### src/rtl/iic_slv_ctrl.sv
// iic_slv_ctrl: IIC responder bridging bus transfers to a simple register port.
// SCL/SDA are synchronized; START/STOP and bit edges are decoded on clk.
module iic_slv_ctrl #(
  parameter logic [6:0] SLV_ADDR = 7'h50
) (
  input  logic       clk,
  input  logic       rst,
  input  logic       scl_in,
  input  logic       sda_in,
  output logic       sda_oe,
  output logic [7:0] reg_addr,
  output logic [7:0] reg_wdata,
  output logic       reg_wr,
  output logic       reg_rd,
  input  logic [7:0] reg_rdata,
  output logic       busy
);

  typedef enum logic [3:0] {
    IDLE, DEV_ADDR, DEV_ACK, REG_ADDR, REG_ACK,
    WR_DATA, WR_ACK, RD_DATA, RD_ACK, WAIT_STOP
  } state_e;

  state_e     state_q, state_d;
  logic [2:0] scl_q, sda_q;
  logic [3:0] cnt_q, cnt_d;
  logic [6:0] sh_q, sh_d;
  logic [7:0] tx_q, tx_d;
  logic [7:0] ptr_q, ptr_d;
  logic [7:0] wdata_q, wdata_d;
  logic       oe_q, oe_d;
  logic       wr_q, wr_d;
  logic       rd_q, rd_d;
  logic       ld_q, ld_d;
  logic       busy_q, busy_d;
  logic       rw_q, rw_d;

  // [0],[1] form the synchronizer; [2] holds the previous synced value
  logic scl_s, sda_s, scl_p, sda_p;
  assign scl_s = scl_q[1];
  assign sda_s = sda_q[1];
  assign scl_p = scl_q[2];
  assign sda_p = sda_q[2];

  logic scl_rise, scl_fall, start, stop, last;
  logic [7:0] byte_in;
  assign scl_rise = scl_s & ~scl_p;
  assign scl_fall = ~scl_s & scl_p;
  assign start    = scl_s & scl_p & sda_p & ~sda_s;
  assign stop     = scl_s & scl_p & ~sda_p & sda_s;
  assign last     = scl_rise && (cnt_q == 4'd7);
  assign byte_in  = {sh_q, sda_s};

  always_ff @(posedge clk or posedge rst) begin
    if (rst) begin
      state_q <= IDLE;
      scl_q   <= 3'b111;
      sda_q   <= 3'b111;
      cnt_q   <= 4'd0;
      sh_q    <= 7'd0;
      tx_q    <= 8'd0;
      ptr_q   <= 8'd0;
      wdata_q <= 8'd0;
      oe_q    <= 1'b0;
      wr_q    <= 1'b0;
      rd_q    <= 1'b0;
      ld_q    <= 1'b0;
      busy_q  <= 1'b0;
      rw_q    <= 1'b0;
    end else begin
      state_q <= state_d;
      scl_q   <= {scl_q[1:0], scl_in};
      sda_q   <= {sda_q[1:0], sda_in};
      cnt_q   <= cnt_d;
      sh_q    <= sh_d;
      tx_q    <= tx_d;
      ptr_q   <= ptr_d;
      wdata_q <= wdata_d;
      oe_q    <= oe_d;
      wr_q    <= wr_d;
      rd_q    <= rd_d;
      ld_q    <= ld_d;
      busy_q  <= busy_d;
      rw_q    <= rw_d;
    end
  end

  always_comb begin
    state_d = state_q;
    cnt_d   = cnt_q;
    sh_d    = sh_q;
    tx_d    = tx_q;
    ptr_d   = ptr_q;
    wdata_d = wdata_q;
    oe_d    = oe_q;
    wr_d    = 1'b0;
    rd_d    = 1'b0;
    ld_d    = rd_q;
    busy_d  = busy_q;
    rw_d    = rw_q;
    if (wr_q) ptr_d = ptr_q + 8'd1;
    // read data arrives one clk after the reg_rd strobe
    if (ld_q) tx_d = reg_rdata;
    if (start) begin
      state_d = DEV_ADDR;
      cnt_d   = 4'd0;
      sh_d    = 7'd0;
      oe_d    = 1'b0;
    end else if (stop) begin
      state_d = IDLE;
      cnt_d   = 4'd0;
      sh_d    = 7'd0;
      oe_d    = 1'b0;
      busy_d  = 1'b0;
    end else begin
      unique case (state_q)
        DEV_ADDR: begin
          if (scl_rise) begin
            sh_d  = byte_in[6:0];
            cnt_d = cnt_q + 4'd1;
          end
          if (last) begin
            cnt_d = 4'd0;
            if (byte_in[7:1] == SLV_ADDR) begin
              state_d = DEV_ACK;
              busy_d  = 1'b1;
              rw_d    = byte_in[0];
              rd_d    = byte_in[0];
            end else begin
              state_d = WAIT_STOP;
              busy_d  = 1'b0;
            end
          end
        end
        REG_ADDR: begin
          if (scl_rise) begin
            sh_d  = byte_in[6:0];
            cnt_d = cnt_q + 4'd1;
          end
          if (last) begin
            cnt_d   = 4'd0;
            ptr_d   = byte_in;
            state_d = REG_ACK;
          end
        end
        WR_DATA: begin
          if (scl_rise) begin
            sh_d  = byte_in[6:0];
            cnt_d = cnt_q + 4'd1;
          end
          if (last) begin
            cnt_d   = 4'd0;
            wr_d    = 1'b1;
            wdata_d = byte_in;
            state_d = WR_ACK;
          end
        end
        DEV_ACK, REG_ACK, WR_ACK: begin
          // cnt=0: ACK not yet driven; cnt=1: ACK driven, release next fall
          if (scl_fall) begin
            if (cnt_q == 4'd0) begin
              oe_d  = 1'b1;
              cnt_d = 4'd1;
            end else begin
              oe_d  = 1'b0;
              cnt_d = 4'd0;
              if (state_q == DEV_ACK && rw_q) begin
                state_d = RD_DATA;
                oe_d    = ~tx_q[7];
              end else if (state_q == DEV_ACK) begin
                state_d = REG_ADDR;
              end else begin
                state_d = WR_DATA;
              end
            end
          end
        end
        RD_DATA: begin
          if (scl_rise) cnt_d = cnt_q + 4'd1;
          if (scl_fall) begin
            if (cnt_q == 4'd0) begin
              oe_d = ~tx_q[7];
            end else if (cnt_q == 4'd8) begin
              oe_d    = 1'b0;
              cnt_d   = 4'd0;
              state_d = RD_ACK;
            end else begin
              tx_d = {tx_q[6:0], 1'b0};
              oe_d = ~tx_q[6];
            end
          end
        end
        RD_ACK: begin
          if (scl_rise) begin
            cnt_d = 4'd0;
            if (!sda_s) begin
              ptr_d   = ptr_q + 8'd1;
              rd_d    = 1'b1;
              state_d = RD_DATA;
            end else begin
              busy_d  = 1'b0;
              state_d = WAIT_STOP;
            end
          end
        end
        IDLE, WAIT_STOP: ;
        default: state_d = IDLE;
      endcase
    end
  end

  assign sda_oe    = oe_q;
  assign reg_addr  = ptr_q;
  assign reg_wdata = wdata_q;
  assign reg_wr    = wr_q;
  assign reg_rd    = rd_q;
  assign busy      = busy_q;

endmodule

### config.mk
export PLATFORM = sky130hd
export DESIGN_NAME = iic_slv_ctrl
export DESIGN_NICKNAME = d
export VERILOG_FILES = /design/src/rtl/iic_slv_ctrl.sv
export SDC_FILE = /design/constraint.sdc
export NUM_CORES = 1
export LEC_CHECK = 0
export ABC_AREA = 1
export CORE_UTILIZATION = 51
export DETAILED_ROUTE_END_ITERATION = 7
export PLACE_DENSITY = 0.73
export SYNTH_ARGS = -nofsm -noshare
export SYNTH_HDL_FRONTEND = slang
export SYNTH_SLANG_ARGS = --single-unit
### constraint.sdc
create_clock -name clk -period 1.6 [get_ports clk]
set_input_delay 0.16 -clock clk [delete_from_list [all_inputs] [get_ports clk]]
set_output_delay 0.16 -clock clk [all_outputs]
set_load 0.005 [all_outputs]
### After elaboration in Yosys (flattened, before gate mapping)

Cells that the tools add are included.

* add/sub/neg operators: 2
* equal/unequal tests: 25
* mux-type cells: 71
* bitwise gates (word level): 15
* reductions and logical operators: 19

Operators with widths (number)
* 2-to-1 mux 8 bit: 13
* 2-to-1 mux 4 bit: 22
* inequality test 4 bit (second input constant): 9
* 2-to-1 mux 7 bit: 4
* one-hot mux 4 bit (7 select lines): 1
* 2-to-1 mux 1 bit: 24
* == test 4 x 3 -> 1 bit (second input constant): 5
* one-hot mux 4 bit (4 select lines): 1
* one-hot mux 8 bit (2 select lines): 1
* == test 4 bit (second input constant): 3
* inequality test 3 bit (second input constant): 4
* AND reduction 10 bit: 1
* AND reduction 5 bit: 2
* nonzero test 3 bit: 3
* adder 8 x 1 -> 8 bit (second input constant): 1
* == test 4 x 2 -> 1 bit (second input constant): 2
* logical NOT 4 bit: 2
* NOT 1 bit: 8
* bitwise AND 1 bit: 7
* == test 7 bit (second input constant): 1
* 2-to-1 mux 3 bit: 2
* one-hot mux 1 bit (2 select lines): 3
* AND reduction 3 bit: 2
* nonzero test 6 bit: 1
* other kinds (8): 10

* bits in registers: 51
* bits of input ports: 12

### Longest topological paths before layout

* depth in word-level cells: 9
* depth in mapped cells: 13
* depth with buffers taken out: 12

### Worst setup path before layout

No wires, ideal clock.

* path kind: flip-flop to flip-flop
* start: register scl_q[1]
* end: register wdata_q[0] (netlist: reg_wdata[0])
* library setup time: 0.119 ns
* arrival: 1.478 ns
* data required time: 1.481 ns
* slack: 0.003 ns
* stages on the path, launching flop included: 9
* clock period less this slack: 1.597 ns
* cells stage by stage: dfstp_2 > nand2_1 > nor3_4 > inv_4 > nor2_4 > inv_2 > buf_6 > nand2_2 > o21ai_2

* word-level cells in the longest chain between the ends: 5
* elaborated cells on any way between the ends: 10
* those cells by class: bitwise (8); reduce/logical (2)

RTL lines
* start, declared: line 25 `logic [2:0] scl_q, sda_q;`
* start signal, assigned: line 72 `scl_q <= {scl_q[1:0], scl_in};`
* bitwise AND 1 bit: line 49, 50
* bitwise AND 1 bit (on tied branches) (2 in series): line 50, 49
* NOT 1 bit (no source line)
* AND reduction 4 bit (no source line) *
* end signal, assigned: line 78 `wdata_q <= wdata_d;`
* end, declared: line 30 `logic [7:0] wdata_q, wdata_d;`

Mark *: on every way between the ends. The rest lies on a longest branch, timed or not.
A chain may end at the register's enable or synchronous reset.

### Worst setup path in the final report

* start: register scl_q[1]
* end: register state_q[1]

* word-level cells in the longest chain between the ends: 5
* elaborated cells on any way between the ends: 22
* those cells by class: eq/ne (10); mux (2); bitwise (8); reduce/logical (2)

RTL lines
* bitwise AND 1 bit: line 49, 50
* bitwise AND 1 bit (on tied branches) (2 in series): line 49, 50
* inequality test 4 bit (no source line) (tied with other cells)
* AND reduction 10 bit (no source line) / 2-to-1 mux 4 bit (equally long branches)
* end signal, assigned: line 71 `state_q <= state_d;`
* end, declared: line 24 `state_e state_q, state_d;`

Several ways; a longest one is shown, not always the timed one.

==> out/qor.csv <==
metric;value;unit
clock_latency;330;ps
skew;19.6;ps
grt_pass1_vias;2705;
die_x;78.7;microns
p_leak;1.99;nW
final_util;71.8;%
cts-root-buf;clkbuf_8;
cts_made_buffers;5;
slew_violations;0;
min_period;1610;ps
ys_seq_area_share;42.8;%
grt_max_degree;37;
die-area;6200;sq um
syn_area;3000;sq um
synth.avg_cell_area;7.22;sq um
outcome;complete, but fails checks;
mostFrequentLayoutCells;110 x nand2_1, 49 x inv_1, 41 x dfrtp_1, 40 x buf_4, 31 x clkdlybuf4s50_1;
wl_per_cell;13.8;microns
powerDensity;1250;nW/um^2
yosys_warnings;0;
power_frac_seq;35.2;%
rsz0062_at_grt;yes;
overflow;0;
hold_violations;0;
worstSetupPathType;reg -> reg;
cts_tree;yes;
clock.fmax;619;MHz
r2r-start;scl_q[1]$_DFF_PP1_;
dpl_worst_slack;-123;ps
hpwl;5.39;mm
hold_slack;154;ps
place_inst;545;
fin_cells;561;
r2r_setup_slack;-10;ps
drtIter0Drc;191;
drc;0;
netlist_instances;416;
violations;setup timing;
io_buffers;31;
area_delta_synth_final;33.3;%
clock-sinks;51;
startpoint_type;register;
fin_nets;503;
clk_pin_slew;110;ps
drtAntennaViolNets;0;
core_area;5570;sq um
pwr-share-clk;16.2;%
ios;32;
ys_seq_elements;51;
combPwrFrac;48.5;%
cp_max_fo;6;
finalWorstSetupSlack;-14.9;ps
hold_path_class;in -> async;
peakVddDrop;983;uV
critPathRequiredTime;1810;ps
routed_wl;7.74;mm
rows;27;
switching_share;42.7;%
htreeDepth;2;
antennaDiodeCount;0;
ys_types;35;
worstMarginPinSlew;411;ps
grt_pass1_wl;11.8;mm
worst-r2r-cell-count;10;
via_per_inst;5.27;
gp_congestion;0.938;
p_sw;2.13;mW
slew_headroom;72.6;%
synth_fp_nets;431;
setup_viol;1;
worst_ep_arrival_time;1820;ps
drive_above_1_share;27.0;%
vias;2958;
p_int;2.87;mW
rr_endpoint;state_q[1]$_DFFE_PP0P_;
period_share;101;%
antenna_found_initial;0;
clock_path_buffers;2;
start_util;53.8;%
die-height;78.7;microns
endpoint_kind;register;
grt_use_total;24.5;%
cap_violations;0;
drt_pre_antenna_iters;4;
layout_commonest_cell;nand2_1;
==> stage by stage <==
stage | TNS (ps) | power [mW] | area (sq um)
final | -14.9 | 5.00 | 4000
after global placement | -61.9 | 3.56 | 3620
after CTS | -0.340 | 4.46 | 3740
after global routing | -795 | 5.33 | 4000
after detailed placement | -459 | 3.60 | 3620
after floorplan | 0 | 2.95 | 3000
==> registers in the layout, summed over array words and instances (netlist names), 3 cells and up <==
register,cells
reg_addr,8
reg_wdata,8
tx_q,8
sh_q,7
cnt_q,4
state_q,4
scl_q,3
sda_q,3
==> cell families after synthesis <==
group                      share of synthesized area, %
and+or+nand+nor                                    32.6
xor gates and xnor gates                           1.75
DFF                                                42.8
AOI/OAI and AO/OA                                  12.2
muxes                                             0.333
adders and majority gates                          1.25
buffers and inverters                              9.09
==> cell type report <==
class                           count  area, sq um
Inverter                           61          236
Clock buffer                        5         68.8
Sequential cell                    51         1290
Tap cell                           72         90.1
Clock inverter                      3         25.0
Timing Repair Buffer               72          631
Multi-Input combinational cell    297         1660
Fill cell                         448         1570
==> Yosys cell counts <==
cell type	n	area [sq um]
a21oi_1	12	60.1
o21ai_2	7	61.3
nor2_1	39	146
dfrtp_1	45	1130
o21a_1	1	7.51
dfstp_2	6	158
o21ai_1	4	20.0
nand3b_1	2	15.0
inv_2	2	7.51
clkbuf_1	2	7.51
buf_2	3	15.0
o221ai_1	1	8.76
nor2_2	3	18.8
nand2_1	123	462
a22oi_1	2	15.0
o211ai_1	1	7.51
o21ai_0	34	170
mux2i_1	1	10.0
a21oi_2	1	8.76
nand3_2	2	20.0
nand3_1	28	140
ha_1	3	37.5
inv_4	1	6.26
nor3_4	1	16.3
nand2_2	7	43.8
o21bai_1	1	7.51
inv_1	58	218
buf_6	1	11.3
nor2_4	2	22.5
or2_2	1	6.26
buf_4	1	7.51
xnor2_1	1	8.76
xor2_1	5	43.8
nor3_1	5	25.0
nand4_1	10	62.6
==> worst max path at each step <==
stage | from | to | slack (ps) | depth (start not counted)
3_3_place_gp | cnt_q[0]$_DFFE_PP0P_ | state_q[2]$_DFFE_PP0P_ | -20 | 11
6_report | scl_q[1]$_DFF_PP1_ | state_q[1]$_DFFE_PP0P_ | -10 | 10
5_1_grt | scl_q[1]$_DFF_PP1_ | state_q[1]$_DFFE_PP0P_ | -100 | 8
4_1_cts | state_q[3]$_DFFE_PP0P_ | tx_q[6]$_DFF_PP0_ | -0.3 | 6
2_1_floorplan | scl_q[1]$_DFF_PP1_ | reg_wdata[0]$_DFFE_PP0P_ | 3 | 8
3_5_place_dp | cnt_q[0]$_DFFE_PP0P_ | state_q[1]$_DFFE_PP0P_ | -120 | 11
==> worst max-delay path, stage by stage, from the launching register on <==
cell     delay [ps]
dfstp_2         580
nand2_1         100
inv_2            80
nand3_2          90
inv_2            80
nor2_2           50
buf_4           170
nand2_1         160
nor2_1           90
nand2_1          70
nand2_1          50
==> routing by layer <==
metal,track usage [%],vias up,share of wire [%]
li1,-,1474,-
met1,30.0,1383,43
met2,42.5,77,50
met3,4.37,24,3.8
met4,9.81,0,2.7
met5,0,-,0
==> power by group through the flow <==
stage	sequential [mW]	combinational [mW]	clock, mW
6_report	1.76	2.43	0.813
4_1_cts	1.73	1.91	0.820
3_5_place_dp	1.76	1.84	0
5_1_grt	1.79	2.67	0.875
3_3_place_gp	1.76	1.80	0
2_1_floorplan	1.71	1.24	0
==> timing repair <==
item                                    CTS  global route
pin swaps                                 1            19
gates resized for setup                   8            69
hold endpoints to repair                  0             0
setup buffers                             1             7
endpoints found under the setup margin   19            40
hold buffers                              0             0
No activity file was read; power rests on OpenSTA's default activity.
